### config.mk
export PLATFORM = sky130hd
export DESIGN_NAME = spi_uart_burst_bridge
export DESIGN_NICKNAME = d
export VERILOG_FILES = /design/src/rtl/spi_uart_burst_bridge.sv
export SDC_FILE = /design/constraint.sdc
export NUM_CORES = 1
export LEC_CHECK = 0
export CAP_MARGIN = 15
export CORE_MARGIN = 5
export CORE_UTILIZATION = 44
export CTS_BUF_LIST = sky130_fd_sc_hd__clkbuf_4
export DETAILED_ROUTE_END_ITERATION = 6
export HOLD_SLACK_MARGIN = 0.1
export PLACE_DENSITY_LB_ADDON = 0.08
export RECOVER_POWER = 50
export SLEW_MARGIN = 20
export SYNTH_ARGS = -nofsm -noshare
export SYNTH_HDL_FRONTEND = slang
export SYNTH_SLANG_ARGS = --single-unit
### constraint.sdc
create_clock -name clk -period 5.5 [get_ports clk]
set_clock_uncertainty 0.2 [all_clocks]
set_input_delay 1.1 -clock clk [delete_from_list [all_inputs] [get_ports clk]]
set_output_delay 1.1 -clock clk [all_outputs]
set_load 0.05 [all_outputs]
### src/rtl/spi_uart_burst_bridge.sv
// spi_uart_burst_bridge: reads a burst of consecutive 7-bit-addressed registers
// from an SPI slave (mode 0), buffers the bytes in a small synchronous FIFO and
// streams them out on a UART 8N1 transmitter. busy spans the whole request;
// done pulses once the final stop bit has left the line.
module spi_uart_burst_bridge #(
    parameter int CLKS_PER_BIT = 434,
    parameter int SPI_DIV      = 4,
    parameter int FIFO_AW      = 4,
    parameter int LEN_W        = 7
) (
    input  logic             clk,
    input  logic             rst_n,
    input  logic             start,
    input  logic [6:0]       base_addr,
    input  logic [LEN_W-1:0] len,
    output logic             spi_clk,
    output logic             spi_cs,
    input  logic             spi_in,
    output logic             spi_out,
    output logic             tx,
    output logic             busy,
    output logic             done
);

    localparam int DEPTH  = 2 ** FIFO_AW;
    localparam int DIV_W  = (SPI_DIV > 2) ? $clog2(SPI_DIV) : 1;
    localparam int BAUD_W = (CLKS_PER_BIT > 2) ? $clog2(CLKS_PER_BIT) : 1;
    localparam logic [DIV_W-1:0]  DIV_LAST  = DIV_W'(SPI_DIV - 1);
    localparam logic [BAUD_W-1:0] BAUD_LAST = BAUD_W'(CLKS_PER_BIT - 1);

    typedef enum logic [2:0] {
        SPI_IDLE,
        SPI_WAIT_ROOM,
        SPI_CS_SETUP,
        SPI_SHIFT,
        SPI_CS_HOLD,
        SPI_GAP
    } spi_state_t;

    typedef enum logic [1:0] {
        UART_IDLE,
        UART_START,
        UART_DATA,
        UART_STOP
    } uart_state_t;

    // SPI engine state
    spi_state_t       spi_state;
    logic [DIV_W-1:0] div_cnt;
    logic [3:0]       bit_cnt;
    logic [14:0]      frame_sr;
    logic [7:0]       rx_sr;
    logic [6:0]       addr;
    logic [LEN_W-1:0] remaining;

    // FIFO storage and pointers (extra MSB separates full from empty)
    logic [7:0]       mem [DEPTH];
    logic [FIFO_AW:0] wptr;
    logic [FIFO_AW:0] rptr;
    logic             fifo_empty;
    logic             fifo_full;
    logic             push;
    logic             pop;
    logic [7:0]       rdata;

    // UART transmitter state
    uart_state_t       uart_state;
    logic [BAUD_W-1:0] baud_cnt;
    logic [2:0]        bit_idx;
    logic [7:0]        tx_sr;

    logic start_ok;
    logic done_cond;

    assign start_ok   = start && !busy && (len != '0);
    assign fifo_empty = (wptr == rptr);
    assign fifo_full  = (wptr[FIFO_AW] != rptr[FIFO_AW]) &&
                        (wptr[FIFO_AW-1:0] == rptr[FIFO_AW-1:0]);
    assign rdata      = mem[rptr[FIFO_AW-1:0]];
    assign push       = (spi_state == SPI_CS_HOLD) && (div_cnt == DIV_LAST);
    assign pop        = (uart_state == UART_IDLE) && !fifo_empty;
    assign done_cond  = busy && (spi_state == SPI_IDLE) && (remaining == '0) &&
                        fifo_empty && (uart_state == UART_STOP) &&
                        (baud_cnt == BAUD_LAST);

    // Request acceptance and completion: busy spans the burst, done marks its end
    always_ff @(posedge clk or negedge rst_n) begin
        if (!rst_n) begin
            busy <= 1'b0;
            done <= 1'b0;
        end else begin
            done <= 1'b0;
            if (start_ok) begin
                busy <= 1'b1;
            end else if (done_cond) begin
                busy <= 1'b0;
                done <= 1'b1;
            end
        end
    end

    // SPI master: one 16-bit read frame per register, waiting for FIFO room first
    always_ff @(posedge clk or negedge rst_n) begin
        if (!rst_n) begin
            spi_state <= SPI_IDLE;
            spi_cs    <= 1'b1;
            spi_clk   <= 1'b0;
            spi_out   <= 1'b0;
            div_cnt   <= '0;
            bit_cnt   <= '0;
            frame_sr  <= '0;
            rx_sr     <= '0;
            addr      <= '0;
            remaining <= '0;
        end else begin
            case (spi_state)
                SPI_IDLE: begin
                    if (start_ok) begin
                        addr      <= base_addr;
                        remaining <= len;
                        spi_state <= SPI_WAIT_ROOM;
                    end
                end
                SPI_WAIT_ROOM: begin
                    if (!fifo_full) begin
                        spi_cs    <= 1'b0;
                        spi_out   <= 1'b1;
                        frame_sr  <= {addr, 8'h00};
                        div_cnt   <= '0;
                        spi_state <= SPI_CS_SETUP;
                    end
                end
                SPI_CS_SETUP: begin
                    if (div_cnt == DIV_LAST) begin
                        div_cnt   <= '0;
                        spi_clk   <= 1'b1;
                        rx_sr     <= {rx_sr[6:0], spi_in};
                        bit_cnt   <= '0;
                        spi_state <= SPI_SHIFT;
                    end else begin
                        div_cnt <= div_cnt + 1'b1;
                    end
                end
                SPI_SHIFT: begin
                    if (div_cnt == DIV_LAST) begin
                        div_cnt <= '0;
                        if (spi_clk) begin
                            spi_clk <= 1'b0;
                            if (bit_cnt == 4'd15) begin
                                spi_out   <= 1'b0;
                                spi_state <= SPI_CS_HOLD;
                            end else begin
                                spi_out  <= frame_sr[14];
                                frame_sr <= {frame_sr[13:0], 1'b0};
                                bit_cnt  <= bit_cnt + 1'b1;
                            end
                        end else begin
                            spi_clk <= 1'b1;
                            rx_sr   <= {rx_sr[6:0], spi_in};
                        end
                    end else begin
                        div_cnt <= div_cnt + 1'b1;
                    end
                end
                SPI_CS_HOLD: begin
                    if (div_cnt == DIV_LAST) begin
                        div_cnt   <= '0;
                        spi_cs    <= 1'b1;
                        spi_state <= SPI_GAP;
                    end else begin
                        div_cnt <= div_cnt + 1'b1;
                    end
                end
                SPI_GAP: begin
                    if (div_cnt == DIV_LAST) begin
                        div_cnt   <= '0;
                        addr      <= addr + 7'd1;
                        remaining <= remaining - 1'b1;
                        if (remaining == LEN_W'(1)) begin
                            spi_state <= SPI_IDLE;
                        end else begin
                            spi_state <= SPI_WAIT_ROOM;
                        end
                    end else begin
                        div_cnt <= div_cnt + 1'b1;
                    end
                end
                default: begin
                    spi_state <= SPI_IDLE;
                end
            endcase
        end
    end

    // FIFO storage: written on the cycle the SPI frame closes
    always_ff @(posedge clk) begin
        if (push) begin
            mem[wptr[FIFO_AW-1:0]] <= rx_sr;
        end
    end

    // FIFO pointers: a push into an empty FIFO becomes visible one cycle later
    always_ff @(posedge clk or negedge rst_n) begin
        if (!rst_n) begin
            wptr <= '0;
            rptr <= '0;
        end else begin
            if (push) begin
                wptr <= wptr + 1'b1;
            end
            if (pop) begin
                rptr <= rptr + 1'b1;
            end
        end
    end

    // UART 8N1 transmitter: pops a byte when idle and shifts it out LSB first
    always_ff @(posedge clk or negedge rst_n) begin
        if (!rst_n) begin
            uart_state <= UART_IDLE;
            tx         <= 1'b1;
            baud_cnt   <= '0;
            bit_idx    <= '0;
            tx_sr      <= '0;
        end else begin
            case (uart_state)
                UART_IDLE: begin
                    tx <= 1'b1;
                    if (!fifo_empty) begin
                        tx_sr      <= rdata;
                        tx         <= 1'b0;
                        baud_cnt   <= '0;
                        uart_state <= UART_START;
                    end
                end
                UART_START: begin
                    if (baud_cnt == BAUD_LAST) begin
                        baud_cnt   <= '0;
                        tx         <= tx_sr[0];
                        bit_idx    <= '0;
                        uart_state <= UART_DATA;
                    end else begin
                        baud_cnt <= baud_cnt + 1'b1;
                    end
                end
                UART_DATA: begin
                    if (baud_cnt == BAUD_LAST) begin
                        baud_cnt <= '0;
                        if (bit_idx == 3'd7) begin
                            tx         <= 1'b1;
                            uart_state <= UART_STOP;
                        end else begin
                            tx      <= tx_sr[1];
                            tx_sr   <= {1'b0, tx_sr[7:1]};
                            bit_idx <= bit_idx + 1'b1;
                        end
                    end else begin
                        baud_cnt <= baud_cnt + 1'b1;
                    end
                end
                UART_STOP: begin
                    if (baud_cnt == BAUD_LAST) begin
                        baud_cnt   <= '0;
                        uart_state <= UART_IDLE;
                    end else begin
                        baud_cnt <= baud_cnt + 1'b1;
                    end
                end
                default: begin
                    uart_state <= UART_IDLE;
                end
            endcase
        end
    end

endmodule

==> flow_summary.toml <==
[finish]
drive_gt1_share_pct = 21.4
fin_util_pct = 50.8
finalNetCount = 750
stdcell_area_um2 = 10300
area_growth_pct = 12.7

[clock_tree]
ctsResizeCount = 0
postCtsHoldBufs = 0
clk_pin_slew_ns = 0.07
root_buffer = "clkbuf_4"
clk_latency_ns = 0.67
cts_tree = "done"
postCtsSetupBuffers = 0
cts_sinks = 204
cts_buffers = 54
clockBufferDepth = 3
cts_max_level = 2

[global_route]
use_met2_pct = 29.1
grt_overflow = 0
antenna_found_initial = 1
grtUsageMet1_pct = 20.9
grtUsageMet3_pct = 3.30
grt_pass1_wl_mm = 31.3
grt_max_degree = 77
top_usage_layer = "met2"
grt_pass1_vias = 5806
grt.total_usage_pct = 16.7

[timing]
slew_headroom_pct = 30.6
finalCritPeriodShare_pct = 59.5
final.min_clock_period_ns = 3.27
rsz0062_at_grt = "false"
max_freq_ghz = 0.306
slew_violations = 0
worstMarginPinSlew_ns = 1.04
setup_viol = 0
hold_violations = 0
fin_setup_tns_ns = 0
layout_setup_ws_ns = 2.23

[logic_synthesis]
syn_area_per_cell_um2 = 14.0
synth_edf_count = 128
ys_seq_elements = 204
async_flop_share_pct = 37.3
synthDistinctLibCells = 64
syn_inst = 656
yosysMostFrequentCell = "edfxtp_1"
yosysTopAreaCellShare_pct = 41.9
synthesis.nets = 696
synthesis.area_um2 = 9170
ys.flop_type = "edfxtp_1"
yosysTopAreaCell = "edfxtp_1"
ys_seq_area_share_pct = 62.7
yosys_warnings = 0
synth_common_cells = "128 x edfxtp_1, 74 x dfrtp_1, 55 x nand2_1"
synth.area.top_cells = "edfxtp_1 42%, dfrtp_1 20%, mux4_2 6.4%, ha_1 3.0%, mux2i_1 2.3%"

[place]
numPortBuffers = 23
preCtsSetupSlack_ns = 2.05
gp_congestion = 0.781
hpwl_mm = 12.5
dpl_cell_area_um2 = 9630

[die]
core_area_um2 = 20400
rows = 52
die_w_um = 154
start_util_pct = 45.0
die_area_um2 = 23800
die_h_um = 154
ios = 24

[power]
p_per_area_nw_per_um2 = 286
p_leak_nw = 3.59
peakVddDrop_v = 0.000173
p_int_mw = 2.34
power_frac_seq_pct = 54.7
p_comb_share_pct = 1.0
p_sw_mw = 0.620
p_sw_share_pct = 21.0
p_clk_share_pct = 44.2

[min_path]
hp-class = "in -> async"

[flow_run]
maxCapViolCount = 0

[outcome]
outcome = "complete, no violations"

[detailed_routing]
ant_nets = 0
wirelength_mm = 19.4
routedWlPerCell_um = 19.0
first_pass_iters = 5
vias = 5571
first_iter_violations = 207
drc = 0
vias_per_cell = 5.45

[critical_path]
arrival_ns = 1.97
path_buf_inv = 1
worstPathMaxFanout = 2
crit_path_cell_trace = "clkdlybuf4s50_1"
path_class = "reg -> out"
slowest_delay_ns = 0.80
cp-start-kind = "register"
cp_slowest_cell = "clkdlybuf4s50_1"
critPathRequiredTime_ns = 4.20
end_kind = "output pin"
cpLargestDelayFamily = "buffers and inverters"
## worst paths after layout
kind,slack [ns],cells past startpoint,start,to
max,2.23,1,spi_cs$_DFFE_PN1P_,spi_cs
min,0.29,1,rst_n,baud_cnt[0]$_DFFE_PN0N_
max reg2reg,2.46,5,spi_state[1]$_DFFE_PN0P_,mem[15][3]$_DFFE_PP_
min reg2reg,0.29,2,frame_sr[11]$_DFFE_PN0P_,frame_sr[11]$_DFFE_PN0P_
max in group asynchronous,4.28,1,rst_n,rptr[0]$_DFFE_PN0P_
min in group clk,0.29,2,frame_sr[11]$_DFFE_PN0P_,frame_sr[11]$_DFFE_PN0P_
## area by class of cell
| class | count | area (um2) |
|---|---|---|
| clock inverter | 11 | 53.8 |
| clock buffer | 86 | 646 |
| timing repair buffer | 32 | 303 |
| sequential | 204 | 5750 |
| tap | 270 | 338 |
| inverter | 17 | 63.8 |
| antenna | 1 | 2.50 |
| fill | 1783 | 10000 |
| multi-input combinational | 401 | 3180 |
## metal layers
metal	share of wire, %	wire length (um)
met5	0	0
met4	1.8	341
met3	4.7	906
met2	51	9960
met1	42	8170
## registers in the layout, indices dropped and copies added (netlist names), 4 cells and up
name	cells
addr	7
rptr	5
frame_sr	7
tx_sr	8
baud_cnt	9
remaining	7
mem	128
rx_sr	8
bit_cnt	4
wptr	5
## cells in the final DEF, fill, tap and decap left out, types with 3 or more instances in the layout
cell	synthesis	routed
nand3b_1	4	4
nand2_1	55	55
dfrtp_1	74	72
clkbuf_4	0	86
edfxtp_1	128	128
and3_1	6	6
and2_1	11	11
inv_1	17	17
o31ai_1	8	8
xnor2_1	11	11
nand4_1	5	5
nor3_1	12	13
a22o_1	5	5
a21oi_2	6	6
clkdlybuf4s50_1	0	22
nor2_1	22	22
nand2b_1	7	7
a21o_1	3	3
mux4_2	26	26
mux2_2	17	17
mux2i_1	21	21
a21boi_0	4	4
o21ai_0	41	41
nor2b_1	3	3
buf_4	1	7
a32o_1	4	4
o221ai_1	6	6
nand3_1	17	17
clkinv_1	0	7
o22ai_1	3	3
a22oi_1	10	10
nor3b_1	5	5
a21oi_1	28	28
a2bb2oi_1	6	6
ha_1	22	22
## cells by family (layout without fill, tap and decap cells)
logic type               after synthesis  count (layout)  synth area share [%]
AND/OR/NAND/NOR                      162             162                  9.17
other                                  0               1                     0
XOR/XNOR                              13              13                  1.24
buffers and inverters                 51             146                  2.61
adder cells (fa/ha/maj)               23              23                  3.11
flip-flops                           204             204                  62.7
AO/OA/AOI/OAI                        139             139                  10.4
multiplexers                          64              64                  10.8
## power by group through the flow
stage,clock network (mW),registers [mW],logic [mW]
floorplan,0,1.65,0.00413
global route,1.45,1.62,0.0341
detailed placement,0,1.65,0.0307
CTS,1.37,1.62,0.0309
global placement,0,1.65,0.0306
finish,1.31,1.62,0.0302
## metrics by stage
stage	power (mW)	cells	hold slack, ns
final	2.96	1022	0.285
after floorplan	1.65	656	0.250
after detailed placement	1.68	923	0.277
after global placement	1.68	923	0.261
after global routing	3.10	1022	0.306
after CTS	3.02	1020	0.294
Power figures use the tool's default switching activity.
